**src/rtl/snn_pkg.sv**
```systemverilog
// ---------------------------------------------------------------------------
// snn_pkg
// Shared types and sizing constants for the SNN classifier core and its
// front-end stages.
//   loader_state_t : state encoding of the image loader FSM
//   NUM_PIXELS     : pixels per input frame (28x28 binary image)
//   NUM_HIDDEN     : hidden-layer neuron count
//   NUM_OUTPUT     : output-layer neuron count (one per digit)
// ---------------------------------------------------------------------------
package snn_pkg;

    localparam int NUM_PIXELS = 784;
    localparam int NUM_HIDDEN = 32;
    localparam int NUM_OUTPUT = 10;

    typedef enum logic [1:0] {
        LOAD      = 2'd0,
        UNPACK    = 2'd1,
        START     = 2'd2,
        WAIT_DONE = 2'd3
    } loader_state_t;

endpackage

```
**src/rtl/ram_input_unit.sv**
```systemverilog
// ---------------------------------------------------------------------------
// ram_input_unit
// DEPTH x 1 single-port input-unit RAM holding one binary image frame.
// Read is synchronous (one-cycle latency, read-before-write), which maps
// onto a block RAM primitive.
//   clk  : system clock
//   addr : shared read/write address
//   data : write data (one pixel)
//   we   : write enable
//   q    : registered read data
// ---------------------------------------------------------------------------
module ram_input_unit #(
    parameter int DEPTH  = 784,
    parameter int ADDR_W = 10
) (
    input  logic              clk,
    input  logic [ADDR_W-1:0] addr,
    input  logic              data,
    input  logic              we,
    output logic              q
);

    logic mem [DEPTH];

    // Contents are deliberately never cleared; a new frame overwrites them.
    always_ff @(posedge clk) begin
        if (we) begin
            mem[addr] <= data;
        end
        q <= mem[addr];
    end

endmodule

```
**src/rtl/snn_image_loader.sv**
```systemverilog
// ---------------------------------------------------------------------------
// snn_image_loader
// Front end of the SNN classifier. Receives a frame of NUM_PIXELS/8 bytes
// from the UART receiver, unpacks each byte LSB first into one-bit pixels
// stored in the input-unit RAM, starts the core once the frame is complete,
// serves the core's RAM reads, and latches the classified digit.
//
// Ports
//   clk        : system clock
//   rst_n      : asynchronous active-low reset
//   rx_data    : received byte, valid with rx_rdy
//   rx_rdy     : one-cycle strobe for rx_data
//   frame_clr  : abort a partially loaded frame (ignored while busy)
//   core_addr  : core read address into the input-unit RAM
//   core_q     : RAM read data (one cycle after core_addr)
//   core_done  : core finished classification
//   core_digit : classification result, valid with core_done
//   start      : one-cycle pulse starting the core
//   busy       : core owns the frame (START / WAIT_DONE)
//   digit      : last classified digit, held
//   digit_vld  : one-cycle pulse when digit updates
//   ovr        : one-cycle pulse for every dropped byte
// ---------------------------------------------------------------------------
module snn_image_loader #(
    parameter int NUM_PIXELS = snn_pkg::NUM_PIXELS,   // must be a multiple of 8
    parameter int ADDR_W     = 10
) (
    input  logic              clk,
    input  logic              rst_n,
    input  logic [7:0]        rx_data,
    input  logic              rx_rdy,
    input  logic              frame_clr,
    input  logic [ADDR_W-1:0] core_addr,
    output logic              core_q,
    input  logic              core_done,
    input  logic [3:0]        core_digit,
    output logic              start,
    output logic              busy,
    output logic [3:0]        digit,
    output logic              digit_vld,
    output logic              ovr
);

    import snn_pkg::*;

    localparam int NUM_BYTES = NUM_PIXELS / 8;
    // First pixel address of the final byte of a frame.
    localparam int LAST_BYTE_BASE = (NUM_BYTES - 1) * 8;

    // ------------------------------------------------------------------
    // State
    // ------------------------------------------------------------------
    loader_state_t     state_reg,     state_next;
    logic [ADDR_W-1:0] wr_addr_reg,   wr_addr_next;
    logic [2:0]        bit_cnt_reg,   bit_cnt_next;
    logic [7:0]        shift_reg,     shift_next;
    logic [7:0]        skid_data_reg, skid_data_next;
    logic              skid_vld_reg,  skid_vld_next;
    logic [3:0]        digit_reg,     digit_next;
    logic              digit_vld_reg, digit_vld_next;
    logic              ovr_reg,       ovr_next;

    // RAM-side signals
    logic              ram_we;
    logic              ram_data;
    logic [ADDR_W-1:0] ram_addr;

    // Decodes of the unpack position
    logic last_bit;     // 8th bit of the current byte is being written
    logic last_byte;    // the current byte is the final byte of the frame
    logic frame_done;   // the very last pixel of the frame is being written

    assign last_bit   = (bit_cnt_reg == 3'd7);
    assign last_byte  = (wr_addr_reg >= ADDR_W'(LAST_BYTE_BASE));
    assign frame_done = last_bit && (wr_addr_reg == ADDR_W'(NUM_PIXELS - 1));

    // ------------------------------------------------------------------
    // Next-state logic
    // ------------------------------------------------------------------
    always_comb begin
        state_next     = state_reg;
        wr_addr_next   = wr_addr_reg;
        bit_cnt_next   = bit_cnt_reg;
        shift_next     = shift_reg;
        skid_data_next = skid_data_reg;
        skid_vld_next  = skid_vld_reg;
        digit_next     = digit_reg;
        digit_vld_next = 1'b0;
        ovr_next       = 1'b0;
        ram_we         = 1'b0;
        ram_data       = shift_reg[0];

        case (state_reg)
            LOAD: begin
                // frame_clr wins over a simultaneous byte, which is lost
                // silently (no ovr): the sender asked for the abort.
                if (frame_clr) begin
                    wr_addr_next  = '0;
                    skid_vld_next = 1'b0;
                end else if (rx_rdy) begin
                    shift_next   = rx_data;
                    bit_cnt_next = 3'd0;
                    state_next   = UNPACK;
                end
            end

            UNPACK: begin
                if (frame_clr) begin
                    wr_addr_next  = '0;
                    skid_vld_next = 1'b0;
                    state_next    = LOAD;
                end else begin
                    ram_we       = 1'b1;
                    shift_next   = {1'b0, shift_reg[7:1]};
                    wr_addr_next = wr_addr_reg + ADDR_W'(1);
                    bit_cnt_next = bit_cnt_reg + 3'd1;   // wraps to 0 for the next byte

                    // Byte boundary: pick the next byte without a bubble
                    // from the skid buffer or straight from the receiver.
                    if (last_bit) begin
                        if (frame_done) begin
                            state_next = START;
                        end else if (skid_vld_reg) begin
                            shift_next    = skid_data_reg;
                            skid_vld_next = 1'b0;
                        end else if (rx_rdy) begin
                            shift_next = rx_data;
                        end else begin
                            state_next = LOAD;
                        end
                    end

                    // Incoming byte while unpacking. Anything beyond the
                    // frame's final byte, or arriving with the skid buffer
                    // occupied, is dropped.
                    if (rx_rdy) begin
                        if (last_byte || skid_vld_reg) begin
                            ovr_next = 1'b1;
                        end else if (!last_bit) begin
                            skid_data_next = rx_data;
                            skid_vld_next  = 1'b1;
                        end
                    end
                end
            end

            START: begin
                wr_addr_next = '0;
                state_next   = WAIT_DONE;
                ovr_next     = rx_rdy;
            end

            WAIT_DONE: begin
                ovr_next = rx_rdy;
                if (core_done) begin
                    digit_next     = core_digit;
                    digit_vld_next = 1'b1;
                    state_next     = LOAD;
                end
            end

            default: begin
                state_next = LOAD;
            end
        endcase
    end

    // ------------------------------------------------------------------
    // Registers
    // ------------------------------------------------------------------
    always_ff @(posedge clk or negedge rst_n) begin
        if (!rst_n) begin
            state_reg     <= LOAD;
            wr_addr_reg   <= '0;
            bit_cnt_reg   <= 3'd0;
            shift_reg     <= 8'd0;
            skid_data_reg <= 8'd0;
            skid_vld_reg  <= 1'b0;
            digit_reg     <= 4'd0;
            digit_vld_reg <= 1'b0;
            ovr_reg       <= 1'b0;
        end else begin
            state_reg     <= state_next;
            wr_addr_reg   <= wr_addr_next;
            bit_cnt_reg   <= bit_cnt_next;
            shift_reg     <= shift_next;
            skid_data_reg <= skid_data_next;
            skid_vld_reg  <= skid_vld_next;
            digit_reg     <= digit_next;
            digit_vld_reg <= digit_vld_next;
            ovr_reg       <= ovr_next;
        end
    end

    // ------------------------------------------------------------------
    // RAM: writes take the port while unpacking, otherwise the core reads.
    // ------------------------------------------------------------------
    assign ram_addr = ram_we ? wr_addr_reg : core_addr;

    ram_input_unit #(
        .DEPTH  (NUM_PIXELS),
        .ADDR_W (ADDR_W)
    ) u_ram (
        .clk  (clk),
        .addr (ram_addr),
        .data (ram_data),
        .we   (ram_we),
        .q    (core_q)
    );

    // ------------------------------------------------------------------
    // Outputs
    // ------------------------------------------------------------------
    assign start     = (state_reg == START);
    assign busy      = (state_reg == START) || (state_reg == WAIT_DONE);
    assign digit     = digit_reg;
    assign digit_vld = digit_vld_reg;
    assign ovr       = ovr_reg;

endmodule

```
**config.mk**
```make
export PLATFORM = sky130hd
export DESIGN_NAME = snn_image_loader
export DESIGN_NICKNAME = d
export VERILOG_FILES = /design/src/rtl/snn_pkg.sv /design/src/rtl/ram_input_unit.sv /design/src/rtl/snn_image_loader.sv
export SDC_FILE = /design/constraint.sdc
export NUM_CORES = 1
export LEC_CHECK = 0
export ABC_AREA = 1
export BUFFER_PORTS_ARGS = -buffer_cell sky130_fd_sc_hd__buf_2
export CAP_MARGIN = 20
export CORE_MARGIN = 4
export CORE_UTILIZATION = 24
export CTS_CLUSTER_DIAMETER = 80
export CTS_CLUSTER_SIZE = 10
export DETAILED_ROUTE_END_ITERATION = 10
export MAX_ROUTING_LAYER = met4
export PLACE_DENSITY = 0.4
export SETUP_SLACK_MARGIN = 0.05
export SLEW_MARGIN = 5
export SYNTH_ARGS = -nofsm -noshare
export SYNTH_HDL_FRONTEND = slang
export SYNTH_SLANG_ARGS = --single-unit
```
**constraint.sdc**
```tcl
create_clock -name clk -period 15.3 [get_ports clk]
set_input_delay 0.765 -clock clk [delete_from_list [all_inputs] [get_ports clk]]
set_output_delay 0.765 -clock clk [all_outputs]
set_load 0.01 [all_outputs]
```
=== Yosys cells after proc, flatten, opt, wreduce, memory -nomap -nowiden ===
Memories as Yosys holds them, arrays and structs flattened. A register that Yosys moved wholly into a read port is not among the register bits.
Index checks and enable logic that the tools add are counted.

* Bits in registers: 38
* Memory bits (writable): 784
* Bits of input ports: 27
* Bits in latches: 0
* Bits in read-only memories: 0
* Word-level logic and storage cells: 85
* Memories: 1
* Output and inout bits: 9

* Divide/modulo/power cells: 0
* Eq/ne operators: 13
* Mux-type cells: 43
* Bitwise operators: 3
* Reduce and logical (&&, ||, !) cells: 13
* $lt $le $gt $ge: 1
* Multiply operators: 0
* Add/sub/neg operators: 2
* Shifts and indexed selects: 0

{| class="wikitable"
|+ Memories
! name !! depth !! width !! rd ports !! clocked after Yosys merged registers in !! write ports !! line !! RTL
|-
| u_ram.mem || 784 || 1 || 1 || 1 || 1 || ram_input_unit.sv:23 || <nowiki>logic mem [DEPTH];</nowiki>
|}

{| class="wikitable"
|+ Operator list
! operator !! number
|-
| $mux W8 || 7
|-
| $mux W10 || 3
|-
| $pmux W10 S3 || 1
|-
| $mux W1 || 16
|-
| $mux W2 || 8
|-
| $pmux W8 S2 || 1
|-
| $add A10 B1 Y10 const B || 1
|-
| $eq A10 B10 Y1 const B || 1
|-
| $ge A10 B10 Y1 const B || 1
|-
| $ne A2 B2 Y1 const B || 5
|-
| $mux W3 || 3
|-
| $ne A4 B4 Y1 const B || 2
|-
| $pmux W2 S4 || 1
|-
| $pmux W3 S2 || 1
|-
| $reduce_and A2 Y1 || 3
|-
| $reduce_and A6 Y1 || 1
|-
| $reduce_and A5 Y1 || 1
|-
| $eq A2 B2 Y1 const B || 2
|-
| $pmux W1 S2 || 2
|-
| $reduce_and A4 Y1 || 1
|-
| $add A3 B1 Y3 const B || 1
|-
| $eq A3 B3 Y1 const B || 1
|-
| $ne A3 B3 Y1 const B || 1
|-
| $not A1 Y1 || 3
|-
| 7 further kinds || 8
|}

=== Depth between registers and ports, before layout ===
Gate-level depths: netlist of the first run.

* Word-level depth: 9
* Mapped depth: 22
* Gate-level depth less buffers: 19

=== Cells and area by module ===
A second synthesis of the first run with hierarchy kept.

* Cell total of the unflattened synthesis: 4249
* Area, all modules: 38166.6 µm²

{| class="wikitable"
|+ Modules (own cells, without submodules)
! module !! cells each !! instances !! area each (µm²) !! sequential area each (µm²)
|-
| ram_input_unit || 3920 || 1 || 35829.4 || 23562.6
|-
| snn_image_loader || 329 || 1 || 2337.2 || 950.9
|}

=== Worst setup path before layout of the first run ===
No wires, ideal clock.

* Kind: flip-flop to flip-flop
* Start: reg shift_reg[0]
* End: mem u_ram.mem[0] (data pin)
* Cell stages (with the launch flop): 1
* Arrival time: 9126 ps
* Data required time: 13257 ps
* Setup time: 2043 ps
* Clock period less this slack: 11169 ps
* Setup slack: 4131 ps
* Buffers on the path: 0
* Cells stage by stage: dfrtp_1

{| class="wikitable"
|+ RTL lines
! item !! line !! RTL
|-
| start, declared || snn_image_loader.sv:56 || <nowiki>logic [7:0] shift_reg, shift_next;</nowiki>
|-
| start signal, assigned || snn_image_loader.sv:186 || <nowiki>shift_reg <= shift_next;</nowiki>
|-
| end, declared || ram_input_unit.sv:23 ||
|}

No word-level cell before the write port.

==> reports/qor.yml, run 1 <==
status: "completed"
final.setup.tns_ns: 0
end_kind: "flop"
ys_ff_latch: 823
cp.buffers_inverters: 3
power_mw: 6.62
max_freq_mhz: 179
p_sw_share_pct: 35.1
drive_gt1_share_pct: 7.11
grt_max_degree: 186
slowest_stage: "ha_1"
finalWorstSetupSlack_ns: 9.71
crit_required_ns: 15.86
cts_tree: "done"
largest_reg_flops: 784
cts-buffers-inserted: 92
grt_pass1_vias: 29000
static-leakage-power_nw: 16.0
placed_cell_area_um2: 41300
relSlewSlack_pct: 25.8
setup_viol: 0
firstDrtPassIters: 6
p_int_mw: 4.30
postCtsSetupBuffers: 0
io_pins: 36
pwr-share-comb_pct: 26.1
rr_worst_depth: 21
crit_chain: "inv_1, ha_1, nand2_8, nand2_8, nand2_8, buf_4, buf_4, nand2_1, nand2_1, nand2_1, nand2_1, nand2_1, nand2_1, nor2_1, nand2_1, nand2_1, nand2_1, o21ai_1, nand2_1, nor2_1, nand2_1"
vias: 29300
path_clk_slew_ns: 0.06
dieHeight_um: 412
netlist.area_leader.share_pct: 60.0
cts.sinks: 823
overflow: 0
dp_cells: 6335
worstPathArrival_ns: 6.14
power.density_nw_per_um2: 151
p_sw_mw: 2.32
drcViolationCount: 0
syn-cell-area_um2: 39300
finish.utilization_pct: 26.9
ctsHoldBuffers: 0
grt_pass1_wl_um: 201000
die-area_um2: 170000
coreArea_um2: 163000
ir_drop_mv: 0.0993
yosys-top-cells-count: "nand2_1 (1,721), nor2_1 (884), edfxtp_1 (784)"
antenna_found_initial: 8
fin_area_um2: 43800
seq_area_frac_synth_pct: 62.4
crit_cells: 21
fin_nets: 4290
cts-resized-gates: 0
dpl_worst_slack_ns: 9.65
slowest_delay_ns: 0.71
wl_per_cell_um: 21.2
hold_viol: 0
rsz0062_at_grt: "no"
finalWirelength_um: 137000
start_kind: "flop"
async_flop_share_pct: 4.62
synth.top_cells.by_area: "edfxtp_1 (60%), nand2_1 (16%), nor2_1 (8.5%), nand3_1 (5.1%), buf_2 (2.6%)"
ys_warn_count: 0
min_path_type: "in -> async"
area_delta_synth_final_pct: 11.7
antenna_left: 0
syn_nets: 4415
grt_usage_pct: 16.3
crit_type: "reg -> reg"
synth_most_common_cell: "nand2_1"
cts_buffer_depth: 3
placementRows: 148
fill_cells: 17600
synth_edf_count: 784
clock_power_share_pct: 30.5
ys_types: 42
p_seq_share_pct: 43.5
tightest_slew_ns: 1.11
finClkSkew_ns: 0.0221
synthFlopType: "edfxtp_1"
fin_hold_ws_ns: 0.211
initialDrtViolationCount: 2427
netlist_instances: 4380
cp_max_fo: 99
viasPerCell: 4.53
fin_crit_sh_pct: 36.5
stdcell_count: 6469
start_util_pct: 24.1
avgSynthCellArea_um2: 8.97
hpwl_um: 71700
cap_violations: 0
port_buffers: 35
crit_top_cell: "nand2_1"
h-tree-depth: 3
clkLatencyLatePin_ns: 0.68
yosys.area.top_type: "edfxtp_1"
gp_congestion: 0.761
finalMaxSlewViolations: 0
cts-root-buf: "clkbuf_16"
cp_top_family: "simple AND/OR/NAND/NOR gates"
period_needed_ns: 5.59
die_w_um: 412
==> area by class of cell <==
cell class                      instances  area [um2]  share of cell area, %
Multi-Input combinational cell       3139       12900                   29.5
Tap cell                             2175        2720                   6.21
Clock inverter                          7        60.1                  0.137
Clock buffer                          122        2460                   5.60
Antenna cell                            4        10.0                 0.0228
Sequential cell                       823       24500                   55.9
Inverter                               91         344                  0.785
Timing Repair Buffer                  108         788                   1.80
==> metal layers <==
metal | wire, um | vias to the layer above | GRT usage, % | share of wire [%]
li1 | - | 13900 | - | -
met1 | 61900 | 14600 | 21.4 | 45
met2 | 65500 | 632 | 26.9 | 48
met3 | 6490 | 165 | 2.28 | 4.7
met4 | 3050 | 0 | 3.55 | 2.2
met5 | 0 | - | - | 0
==> placed cells by master (no fill, tap or decap), drive strengths merged, types with 3 or more instances in the layout <==
cell type / n
o21a: 4
buf: 108
nor3: 15
diode: 4
a41oi: 5
nand4: 6
o21ai: 29
dfrtp: 38
edfxtp: 784
clkinv: 3
clkbuf: 122
nand3: 403
nand2: 1726
nor2: 907
a21oi: 18
ha: 8
inv: 95
mux2: 5
==> logic make-up after synthesis <==
logic type | after synthesis | share of synthesized area [%]
flip-flops | 823 | 62.4
adder cells (fa/ha/maj) | 8 | 0.255
multiplexers | 5 | 0.143
AO/OA/AOI/OAI | 65 | 1.10
AND/OR/NAND/NOR | 3061 | 31.1
buffers and inverters | 418 | 4.94
==> worst paths after layout <==
check	start	end	slack (ns)
setup / recovery	flop	u_ram.q$_DFF_P_	9.71
hold / removal	rst_n	digit_vld$_DFF_PN0_	0.21
setup reg to reg	flop	u_ram.q$_DFF_P_	9.71
hold reg to reg	digit[2]$_DFFE_PN0P_	digit[2]$_DFFE_PN0P_	0.48
max in group asynchronous	rst_n	shift_reg[0]$_DFFE_PN0P_	14.38
min in group clk	core_digit[0]	digit[0]$_DFFE_PN0P_	0.28
==> power by group through the flow <==
stage,sequential [mW],combinational (mW),clock (mW)
floorplan,3.27,0.954,0
global placement,2.93,1.75,0
detailed placement,2.93,1.75,0
CTS,2.88,1.75,2.08
global route,2.89,1.92,2.16
finish,2.88,1.73,2.02
No activity file was read; power rests on OpenSTA's default activity.
==> run 2, diff against run 1 <==
--- a/config.mk
+++ b/config.mk
@@ -14,7 +14,7 @@
 export CTS_CLUSTER_SIZE = 10
 export DETAILED_ROUTE_END_ITERATION = 10
 export MAX_ROUTING_LAYER = met4
-export PLACE_DENSITY = 0.4
+export PLACE_DENSITY = 0.42
 export SETUP_SLACK_MARGIN = 0.05
 export SLEW_MARGIN = 5
 export SYNTH_ARGS = -nofsm -noshare
==> constraint.sdc (replaced) <==
create_clock -name clk -period 4.95 [get_ports clk]
set_input_delay 0.2475 -clock clk [delete_from_list [all_inputs] [get_ports clk]]
set_output_delay 0.2475 -clock clk [all_outputs]
set_load 0.01 [all_outputs]
==> run 2 against run 1 <==
Net effect: combinational power grew to 3.2 times the previous value; routed wire length is 2.4% lower; clock power grew to 3.1 times the previous value; sequential power grew to 3.1 times the previous value; highest routed layer unchanged.
==> reports/qor.yml, run 2 (synthesis gave the netlist of run 1 again) <==
status: "completed"  # unchanged
crit_chain: "inv_1, ha_1, nand2_8, nand2_8, nand2_8, nor2_4, buf_4, nand2_1, nand3_1, nand2_1, nand2_1, nor2_1, nand2_1, nand2_1, nand2_1, nor2_1, nor2_1, nor2_1, nand2_1"  # was inv_1, ha_1, nand2_8, nand2_8, nand2_8, buf_4, buf_4, nand2_1, nand2_1, nand2_1, nand2_1, nand2_1, nand2_1, nor2_1, nand2_1, nand2_1, nand2_1, o21ai_1, nand2_1, nor2_1, nand2_1
cp.buffers_inverters: 2  # was 3
cp_max_fo: 39  # was 99
wl_per_cell_um: 20.4  # was 21.2 um
grt_pass1_vias: 28800  # was 29,000
end_kind: "flop"  # unchanged
postCtsSetupBuffers: 0  # unchanged
die_w_um: 412  # unchanged
cts-resized-gates: 0  # unchanged
rsz0062_at_grt: "no"  # unchanged
drive_gt1_share_pct: 7.77  # was 7.11%
hpwl_um: 73200  # was 71,700 um
cp_top_family: "simple AND/OR/NAND/NOR gates"  # unchanged
port_buffers: 35  # unchanged
area_delta_synth_final_pct: 13.6  # was 11.7%
p_sw_mw: 7.22  # was 2.32 mW
power.density_nw_per_um2: 464  # was 151 nW/um2
setup_viol: 0  # unchanged
start_kind: "flop"  # unchanged
cts-buffers-inserted: 93  # was 92
antenna_left: 0  # unchanged
placementRows: 148  # unchanged
period_needed_ns: 4.46  # was 5.59 ns
start_util_pct: 24.1  # unchanged
pwr-share-comb_pct: 26.8  # was 26.1%
static-leakage-power_nw: 16.4  # was 16.0 nW
firstDrtPassIters: 5  # was 6
clkLatencyLatePin_ns: 0.68  # about the same
grt_pass1_wl_um: 197000  # was 201,000 um
h-tree-depth: 3  # unchanged
hold_viol: 0  # unchanged
cts.sinks: 823  # unchanged
finalMaxSlewViolations: 0  # unchanged
final_common_cell: "nand2_1"  # unchanged
tightest_slew_ns: 1.08  # was 1.11 ns
cts_tree: "done"  # unchanged
die-area_um2: 170000  # unchanged
grt_max_degree: 134  # was 186
min_path_type: "in -> async"  # unchanged
mostFrequentLayoutCells: "nand2_1 (1,720), nor2_1 (884), edfxtp_1 (784), nand3_1 (403), buf_4 (115)"  # was nand2_1 (1,691), nor2_1 (882), edfxtp_1 (784), nand3_1 (403), clkbuf_16 (94)
fin_hold_ws_ns: 0.261  # was 0.211 ns
p_seq_share_pct: 42.7  # was 43.5%
cts-root-buf: "clkbuf_16"  # unchanged
slowest_stage: "buf_4"  # was ha_1
largest_reg_flops: 784  # unchanged
p_sw_share_pct: 34.9  # was 35.1%
viasPerCell: 4.53  # about the same
finClkSkew_ns: 0.0256  # was 0.0221 ns
clock_power_share_pct: 30.5  # about the same
dpl_worst_slack_ns: 0.547  # was 9.65 ns
regToRegEndpoint: "u_ram.q$_DFF_P_"  # unchanged
crit_type: "reg -> reg"  # unchanged
relSlewSlack_pct: 27.7  # was 25.8%
gp_congestion: 0.792  # was 0.761
worstPathArrival_ns: 5.07  # was 6.14 ns
vias: 29600  # was 29,300
overflow: 0  # unchanged
crit_required_ns: 5.56  # was 15.86 ns
antenna_found_initial: 4  # was 8
rr_worst_depth: 19  # was 21
fill_cells: 17400  # was 17,600
max_freq_mhz: 224  # was 179 MHz
ir_drop_mv: 0.282  # was 0.0993 mV
grt_usage_pct: 15.9  # was 16.3%
dieHeight_um: 412  # unchanged
fin_crit_sh_pct: 90.1  # was 36.5%
cts_buffer_depth: 3  # unchanged
drcViolationCount: 0  # unchanged
io_pins: 36  # unchanged
path_clk_slew_ns: 0.06  # about the same
crit_top_cell: "nand2_1"  # unchanged
initialDrtViolationCount: 2718  # was 2,427
rrSetupSlack_ns: 0.49  # was 9.71 ns
finalWorstSetupSlack_ns: 0.491  # was 9.71 ns
final.setup.tns_ns: 0  # unchanged
slowest_delay_ns: 0.60  # was 0.71 ns
power_mw: 20.7  # was 6.62 mW
p_int_mw: 13.5  # was 4.30 mW
fin_nets: 4372  # was 4,290
finalWirelength_um: 134000  # was 137,000 um
coreArea_um2: 163000  # unchanged
cap_violations: 0  # unchanged
[run 2: cell types whose count changed in the layout (fill, tap and decap cells not counted), sizes merged, moves of 2 or more]
cell / previous run / this run
dlygate4sd3: 0 / 20
diode: 4 / 2
clkbuf: 122 / 111
buf: 108 / 169
[run 2: cell type report]
cell class / instances / area, um2 / share of cell area, %
sequential: 823 / 24500 / 54.9
multi-input combinational: 3139 / 12900 / 28.8
tap: 2175 / 2720 / 6.10
clock buffer: 111 / 2390 / 5.37
timing repair buffer: 189 / 1620 / 3.63
inverter: 91 / 344 / 0.771
clock inverter: 11 / 146 / 0.328
antenna: 2 / 5.00 / 0.0112
[run 2: what timing repair did]
action | in CTS | in global routing
hold buffers | 20 | 0
hold endpoints to repair | 61 | 0
endpoints found under the setup margin | 0 | 0
[run 2: worst register-to-register path, cell delays in order (launching register included)]
cell     delay, ns
dfrtp_1       0.41
inv_1         0.12
ha_1          0.48
nand2_8       0.26
nand2_8       0.37
nand2_8       0.35
nor2_4        0.55
buf_4         0.61
nand2_1       0.17
nand3_1       0.12
nand2_1       0.05
nand2_1       0.10
nor2_1        0.04
nand2_1       0.06
nand2_1       0.06
nand2_1       0.09
nor2_1        0.05
nor2_1        0.35
nor2_1        0.10
nand2_1       0.07
[run 2: power by group through the flow]
stage	Clock [mW]	Combinational, mW	Sequential (mW)
after detailed placement	0	5.50	9.05
after floorplan	0	2.95	9.54
after global routing	6.76	6.16	8.85
after CTS	6.50	5.55	8.90
final	6.31	5.54	8.83
after global placement	0	5.51	9.04
[run 2: worst max path at each step]
stage | start | end | depth (start not counted)
3_5_place_dp | flop | u_ram.q$_DFF_P_ | 20
2_1_floorplan | shift_reg[0]$_DFFE_PN0P_ | u_ram.mem[0]$_DFFE_PP_ | 0
5_1_grt | flop | u_ram.q$_DFF_P_ | 19
4_1_cts | flop | u_ram.q$_DFF_P_ | 20
6_report | flop | u_ram.q$_DFF_P_ | 19
3_3_place_gp | flop | u_ram.q$_DFF_P_ | 20
[run 2: stage by stage]
stage | area, um2 | instances | util (%)
after floorplan | 39300 | 4380 | -
after global placement | 41900 | 6396 | 25.7
after detailed placement | 41900 | 6396 | 25.7
after CTS | 44600 | 6538 | 27.4
after global routing | 44600 | 6541 | 27.4
final | 44600 | 6541 | 27.4
[run 2: per-layer routing]
layer  wire (um)  GRT usage [%]  up-vias
met4        3180           4.36        0
met1       60900           21.0    14800
met3        5360           1.66      167
li1            -              -    14100
met5           0              -        -
met2       64200           26.1      612
